[config.mk]
export PLATFORM = sky130hd
export DESIGN_NAME = reduce3_pipe
export DESIGN_NICKNAME = d
export VERILOG_FILES = /design/src/rtl/reduce3_pkg.sv /design/src/rtl/reduce3_stage.sv /design/src/rtl/reduce3_pipe.sv
export SDC_FILE = /design/constraint.sdc
export NUM_CORES = 1
export LEC_CHECK = 0
export ABC_AREA = 0
export CAP_MARGIN = 20
export CORE_MARGIN = 5
export CORE_UTILIZATION = 51
export CTS_BUF_LIST = sky130_fd_sc_hd__clkbuf_4 sky130_fd_sc_hd__clkbuf_8 sky130_fd_sc_hd__clkbuf_16
export CTS_CLUSTER_DIAMETER = 40
export DETAILED_ROUTE_END_ITERATION = 8
export PLACE_DENSITY = 0.95
export SYNTH_ARGS = -nofsm -noshare
export SYNTH_HDL_FRONTEND = slang
export SYNTH_HIERARCHICAL = 1
export SYNTH_SLANG_ARGS = --single-unit
[constraint.sdc]
create_clock -name clk -period 3.5 [get_ports clk]
set_input_delay 0.525 -clock clk [delete_from_list [all_inputs] [get_ports clk]]
set_output_delay 0.525 -clock clk [all_outputs]
set_load 0.02 [all_outputs]
[src/rtl/reduce3_pkg.sv]
// reduce3_pkg: shared modes and elaboration helpers for the 3-ary reduce tree.
// Tag sideband is enabled by defining REDUCE3_TAG_EN.
package reduce3_pkg;

    typedef enum logic [1:0] {
        R3_NOR  = 2'd0,
        R3_OR   = 2'd1,
        R3_AND  = 2'd2,
        R3_NAND = 2'd3
    } r3_mode_e;

    function automatic int r3_levels(input int width);
        int n = 0;
        int p = 1;
        while (p < width) begin
            p = p * 3;
            n++;
        end
        return n;
    endfunction

    function automatic int r3_width_at(input int width, input int level);
        int p = 1;
        for (int k = 0; k < level; k++) p = p * 3;
        return (width + p - 1) / p;
    endfunction

    // Bit offset of a level inside the flattened inter-stage bus.
    function automatic int r3_offset(input int width, input int level);
        int s = 0;
        for (int k = 0; k < level; k++) s = s + r3_width_at(width, k);
        return s;
    endfunction

    function automatic logic r3_identity(input logic [1:0] mode);
        return mode[1];
    endfunction

    function automatic logic r3_inverts(input logic [1:0] mode);
        return (mode == R3_NOR) || (mode == R3_NAND);
    endfunction

endpackage

[src/rtl/reduce3_stage.sv]
// reduce3_stage: one 3:1 reduce level with its pipeline register and ready term.
// Carries a tag register when REDUCE3_TAG_EN is defined.
module reduce3_stage
    import reduce3_pkg::*;
#(
    parameter int IW   = 3,
    parameter bit LAST = 1'b0
`ifdef REDUCE3_TAG_EN
    , parameter int TAG_W = 4
`endif
) (
    input  logic                  clk,
    input  logic                  rst_n,
    input  logic                  up_valid,
    input  logic [IW-1:0]         up_data,
    input  logic [1:0]            up_mode,
`ifdef REDUCE3_TAG_EN
    input  logic [TAG_W-1:0]      up_tag,
    output logic [TAG_W-1:0]      tag,
`endif
    input  logic                  dn_ready,
    output logic                  ready,
    output logic                  v,
    output logic [(IW+2)/3-1:0]   data,
    output logic [1:0]            mode
);

    localparam int OW = (IW + 2) / 3;
    localparam int PW = OW * 3;

    logic [PW-1:0] pad;
    logic [OW-1:0] red;
    logic          and_t;
    logic          inv;

    // Short top group is padded with the identity so it cannot change the result.
    always_comb begin
        and_t = r3_identity(up_mode);
        inv   = LAST && r3_inverts(up_mode);
        pad   = {PW{and_t}};
        pad[IW-1:0] = up_data;
        red   = '0;
        for (int g = 0; g < OW; g++) begin
            red[g] = (and_t ? &pad[3*g +: 3] : |pad[3*g +: 3]) ^ inv;
        end
    end

    assign ready = !v || dn_ready;

    always_ff @(posedge clk or negedge rst_n) begin
        if (!rst_n) begin
            v    <= 1'b0;
            data <= '0;
            mode <= '0;
`ifdef REDUCE3_TAG_EN
            tag  <= '0;
`endif
        end else if (ready) begin
            v    <= up_valid;
            data <= red;
            mode <= up_mode;
`ifdef REDUCE3_TAG_EN
            tag  <= up_tag;
`endif
        end
    end

endmodule

[src/rtl/reduce3_pipe.sv]
// reduce3_pipe: pipelined NOR/OR/AND/NAND reduction, one register per 3:1 level.
// Define REDUCE3_TAG_EN to add the in_tag/out_tag sideband.
module reduce3_pipe
    import reduce3_pkg::*;
#(
    parameter int WIDTH = 32,
    parameter int TAG_W = 4
) (
    input  logic             clk,
    input  logic             rst_n,
    input  logic             in_valid,
    output logic             in_ready,
    input  logic [WIDTH-1:0] in_a,
    input  logic [1:0]       in_mode,
`ifdef REDUCE3_TAG_EN
    input  logic [TAG_W-1:0] in_tag,
    output logic [TAG_W-1:0] out_tag,
`endif
    output logic             out_valid,
    input  logic             out_ready,
    output logic             out_y,
    output logic [1:0]       out_mode
);

    localparam int LEVELS = r3_levels(WIDTH);
    localparam int TOT    = r3_offset(WIDTH, LEVELS + 1);

    if (WIDTH < 2 || WIDTH > 243) begin : g_bad_width
        $error("reduce3_pipe: WIDTH must be 2..243");
    end
    if (TAG_W < 1) begin : g_bad_tag
        $error("reduce3_pipe: TAG_W must be >= 1");
    end

    // All level vectors packed back to back; level 0 is the operand.
    logic [TOT-1:0]    bus;
    logic [LEVELS:0]   vld;
    logic [LEVELS:0]   rdy;
    logic [1:0]        md [0:LEVELS];
`ifdef REDUCE3_TAG_EN
    logic [TAG_W-1:0]  tg [0:LEVELS];

    assign tg[0]   = in_tag;
    assign out_tag = tg[LEVELS];
`endif

    assign bus[WIDTH-1:0] = in_a;
    assign vld[0]         = in_valid;
    assign md[0]          = in_mode;
    assign rdy[LEVELS]    = out_ready;
    assign in_ready       = rdy[0];

    for (genvar i = 0; i < LEVELS; i++) begin : g_lvl
        localparam int IW  = r3_width_at(WIDTH, i);
        localparam int OW  = r3_width_at(WIDTH, i + 1);
        localparam int OFI = r3_offset(WIDTH, i);
        localparam int OFO = r3_offset(WIDTH, i + 1);

        reduce3_stage #(
            .IW    (IW),
            .LAST  (i == LEVELS - 1)
`ifdef REDUCE3_TAG_EN
            , .TAG_W (TAG_W)
`endif
        ) u_stage (
            .clk      (clk),
            .rst_n    (rst_n),
            .up_valid (vld[i]),
            .up_data  (bus[OFI +: IW]),
            .up_mode  (md[i]),
`ifdef REDUCE3_TAG_EN
            .up_tag   (tg[i]),
            .tag      (tg[i+1]),
`endif
            .dn_ready (rdy[i+1]),
            .ready    (rdy[i]),
            .v        (vld[i+1]),
            .data     (bus[OFO +: OW]),
            .mode     (md[i+1])
        );
    end

    assign out_valid = vld[LEVELS];
    assign out_y     = bus[TOT-1];
    assign out_mode  = md[LEVELS];

endmodule
# Word-level counts from Yosys, hierarchy flattened
# Index checks and enable logic that the tools add are counted.
[classes]
eq_ne = 1
muxes = 18
bitwise_logic = 1
reduce_logical = 46
[op_table]
columns = ["cell", "n"]
rows = [
  ["AND reduction 3 bit", 17],
  ["OR reduction 3 bit", 17],
  ["two-way mux 1 bit", 18],
  ["logical OR 1 bit", 5],
  ["logical NOT 1 bit", 4],
  ["== test 2 bit, second input constant", 1],
  ["logical NOT 2 bit", 1],
  ["AND reduction 2 bit", 1],
  ["OR reduction 2 bit", 1],
  ["bitwise XOR 1 bit", 1],
]
[totals]
ff_bits = 30
input_bits = 38
word_cells = 78

# Longest topological paths before layout
[logic_depth]
ltp_word = 5
mapped_depth = 13
ltp_nobuf = 9

# Hierarchy
# The synthesis kept the hierarchy.
[by_module_without_submodules]
columns = ["mod", "n_inst", "cells_per_inst", "area_each_um2", "seq_area_each_um2"]
rows = [
  ["reduce3_stage (g_lvl[0].u_stage)", 1, 78, 795.8, 350.3],
  ["reduce3_stage (g_lvl[1].u_stage)", 1, 33, 377.9, 175.2],
  ["reduce3_stage (g_lvl[2].u_stage)", 1, 17, 235.2, 125.1],
  ["reduce3_stage (g_lvl[3].u_stage)", 1, 19, 187.7, 100.1],
]

# Worst setup path before layout
# OpenSTA, ideal clock, no wires.
[synth_path]
path_type = "input port to output port"
startpoint = "input port out_ready"
endpoint = "output port in_ready"
t_arrival_ns = 1.824
setup_slack_ns = 1.151
stages = 12
n_path_buf = 4
cell_sequence = "nor2b_4 inv_1 nor2b_4 buf_6 inv_1 nor2b_4 buf_6 inv_1 nor2b_4 buf_6 buf_6 inv_1"
[synth_between]
elab_chain_len = 4
[synth_rtl]
columns = ["element", "line_no", "source"]
rows = [
  ["from (decl)", "reduce3_pipe.sv:20", "input logic out_ready,"],
  ["logical OR 1 bit", "reduce3_stage.sv:48", "assign ready = !v || dn_ready;"],
  ["net rdy[3]", "reduce3_pipe.sv:38", "logic [LEVELS:0] rdy;"],
  ["logical OR 1 bit", "reduce3_stage.sv:48", ""],
  ["net rdy[2]", "reduce3_pipe.sv:38", ""],
  ["logical OR 1 bit", "reduce3_stage.sv:48", ""],
  ["net rdy[1]", "reduce3_pipe.sv:38", ""],
  ["logical OR 1 bit", "reduce3_stage.sv:48", ""],
  ["to (decl)", "reduce3_pipe.sv:12", "output logic in_ready,"],
]
# The timed path passes the listed nets, and every way through them passes these cells.

# Worst setup path in the final report
# Same ends and word-level chain as after synthesis.

==> results.yml <==
pwr:
  ir_worst_vdd_mv: 0.254
  p_leak_nw: 0.923
  power_density_nw_per_um2: 444
sta:
  setup_viol: 0
  tns_ps: 0
  max_freq_ghz: 0.332
  period_share_pct: 86.1
  rsz0062_at_grt: "no"
  max_slew.worst_pin.slew_ps: 896
  hold_violations: 0
  fin_skew_ps: 10.7
  slew_violations: 0
  slew_headroom_pct: 40.1
  period_needed_ps: 3020
routing:
  wire_per_inst_um: 13.1
  viasPerCell: 5.26
  drc: 0
  drt_pass1_iterations: 3
  antenna_left: 0
  vias: 1231
  wl_um: 3070
  drt_iter0_markers: 36
setup_path:
  cp.required_ps: 2970
  path_cells: "clkdlybuf4s50_1 -> nor2b_4 -> inv_1 -> nor2b_4 -> inv_1 -> nor2b_4 -> inv_1 -> nor2b_4 -> inv_1 -> clkdlybuf4s50_1"
  slowest_stage: "clkdlybuf4s50_1"
  cp.arrival_ps: 2490
  critPathMaxFanout: 7
  critPathLaunchType: "input port"
  crit_path_end_kind: "primary output"
  setup.worst_path.class: "in2out"
  slowest_delay_ps: 530
synth:
  synth_ff_type: "dfrtp_1"
  synth-seq-area-share_pct: 47.0
  ys_ff_latch: 30
  synth_edf_count: 0
  synth.distinct_cells: 25
  syn_area_per_cell_um2: 10.9
  synth.cell_area_um2: 1600
  yosys_warnings: 6
  synthArstFlopShare_pct: 100
  syn-num-nets: 185
  syn-instance-count: 147
cts:
  cts_root_buf: "clkbuf_4"
  post_cts_resized: 0
  cts_setup_buffers: 0
  cts_hold_buf: 0
  clkSinkCount: 30
  clockBufferDepth: 2
  tritoncts: "built"
  htreeDepth: 2
  clk_pin_slew_ps: 80
  insertion_delay_ps: 330
  numCtsBuffers: 5
layout:
  final_layout_size_suffix_gt1_share_pct: 17.9
  instances_no_fill: 234
  antenna_cells: 0
  syn_to_final_growth_pct: 27.9
  nets: 229
placed_design:
  dp_hpwl_um: 2450
  io_buffer_count: 42
  dp.cells: 228
  gp_congestion: 0.749
hold_path:
  min_path_type: "reg2reg"
global_routing:
  grt_pass1_vias: 1291
  grt_overflow: 0
  antenna_found_initial: 0
  grt_pass1_wl_um: 5300
  grt_max_degree: 31
  grt_use_total_pct: 16.3
die:
  rows: 20
  ios: 43
  core_area_um2: 3030
  die_w_um: 66.0
  dieArea_um2: 4350
  die_h_um: 66.0
  initial_core_util_pct: 52.7
flow_run:
  cap_viol_max_count: 0
status:
  status: "finished, final reports clean"
-- cell usage in the layout (no fill, tap or decap) --
cell type	Yosys	layout
o211a_1	1	1
buf_4	0	3
a21oi_2	9	9
or2_2	1	1
clkbuf_8	1	1
nor2b_4	4	4
inv_1	4	4
and3_4	1	1
nor2_1	17	17
a211oi_2	2	2
clkdlybuf4s50_1	0	42
dfrtp_1	30	30
mux2_4	3	3
o21bai_1	14	14
a21oi_1	5	5
mux2_2	4	4
a22o_2	1	1
nor4_1	1	1
nand2b_1	1	1
a21o_1	2	2
a22o_1	13	13
clkbuf_4	0	5
nor3_1	2	2
nand2_1	22	22
or2_1	2	2
-- registers in the layout (all words and copies together), names as in the netlist --
signal              cells
g_lvl.u_stage/data     18
g_lvl.u_stage/v         4
g_lvl.u_stage/mode      8
-- stage by stage --
step	util [%]	power (mW)	setup slack [ps]	cell area (um^2)	hold WS (ps)
2_1_floorplan	-	0.623	1150	1600	229
3_5_place_dp	65.7	0.718	490	1990	459
5_1_grt	67.4	0.963	357	2040	502
4_1_cts	67.4	0.917	477	2040	476
6_report	67.4	0.907	485	2040	470
3_3_place_gp	65.7	0.701	541	1990	450
-- synthesized netlist by cell type, drive strengths merged, types with 3 or more instances --
| cell | instances | area [um^2] |
|---|---|---|
| nor2 | 17 | 63.8 |
| a21oi | 14 | 104 |
| mux2 | 7 | 90.1 |
| dfrtp | 30 | 751 |
| or2 | 3 | 18.8 |
| inv | 4 | 15.0 |
| a22o | 14 | 124 |
| nor2b | 4 | 55.1 |
| buf | 7 | 90.1 |
| o21bai | 14 | 105 |
| nand2 | 22 | 82.6 |
-- final timing paths --
kind                                    startpoint                       end  slack, ps  cells past startpoint
worst max-delay path                     out_ready                  in_ready        480                     10
worst min-delay path            g_lvl[2].u_stage/v        g_lvl[3].u_stage/v        470                      1
worst max register to register  g_lvl[3].u_stage/v  g_lvl[0].u_stage/mode[1]       1430                      9
worst min register to register  g_lvl[2].u_stage/v        g_lvl[3].u_stage/v        470                      1
max in group asynchronous                    rst_n  g_lvl[0].u_stage/mode[0]       2650                      2
min in group asynchronous                    rst_n  g_lvl[1].u_stage/data[2]        570                      2
-- final cells by class --
cell class | count | area (um^2)
clock buffer | 6 | 51.3
fill | 243 | 986
inverter | 4 | 15.0
multi-input combinational | 105 | 727
sequential | 30 | 751
tap | 44 | 55.1
timing repair buffer | 45 | 443
-- worst max-delay path, delay by kind of cell --
| kind | cells | cell delay, ps |
|---|---|---|
| buffers and inverters | 6 | 1340 |
| AND/OR/NAND/NOR | 4 | 630 |
-- layer usage --
layer | global-route usage, % | vias up | wire length, um
met3 | 4.42 | 8 | 173
met4 | 8.38 | 0 | 71
met1 | 17.7 | 589 | 1210
li1 | - | 597 | -
met5 | 0 | - | 0
met2 | 28.9 | 37 | 1620
-- report_power, final --
| part | internal, mW | leakage, nW | total (mW) | switching, mW |
|---|---|---|---|---|
| Combinational | 0.148 | 0.537 | 0.253 | 0.105 |
| Sequential | 0.408 | 0.355 | 0.454 | 0.0466 |
| Clock | 0.0902 | 0.0302 | 0.200 | 0.110 |
-- kinds of logic (layout without fill, tap and decap cells) --
kind of cell    count (synthesis)  in the layout  synth area share, %
simple gates                   51             51                 15.9
buf+inv                        12             55                 7.44
flops                          30             30                 47.0
compound gates                 47             47                 24.0
mux                             7              7                 5.64
Note: power is estimated with default switching activity, not from simulation.
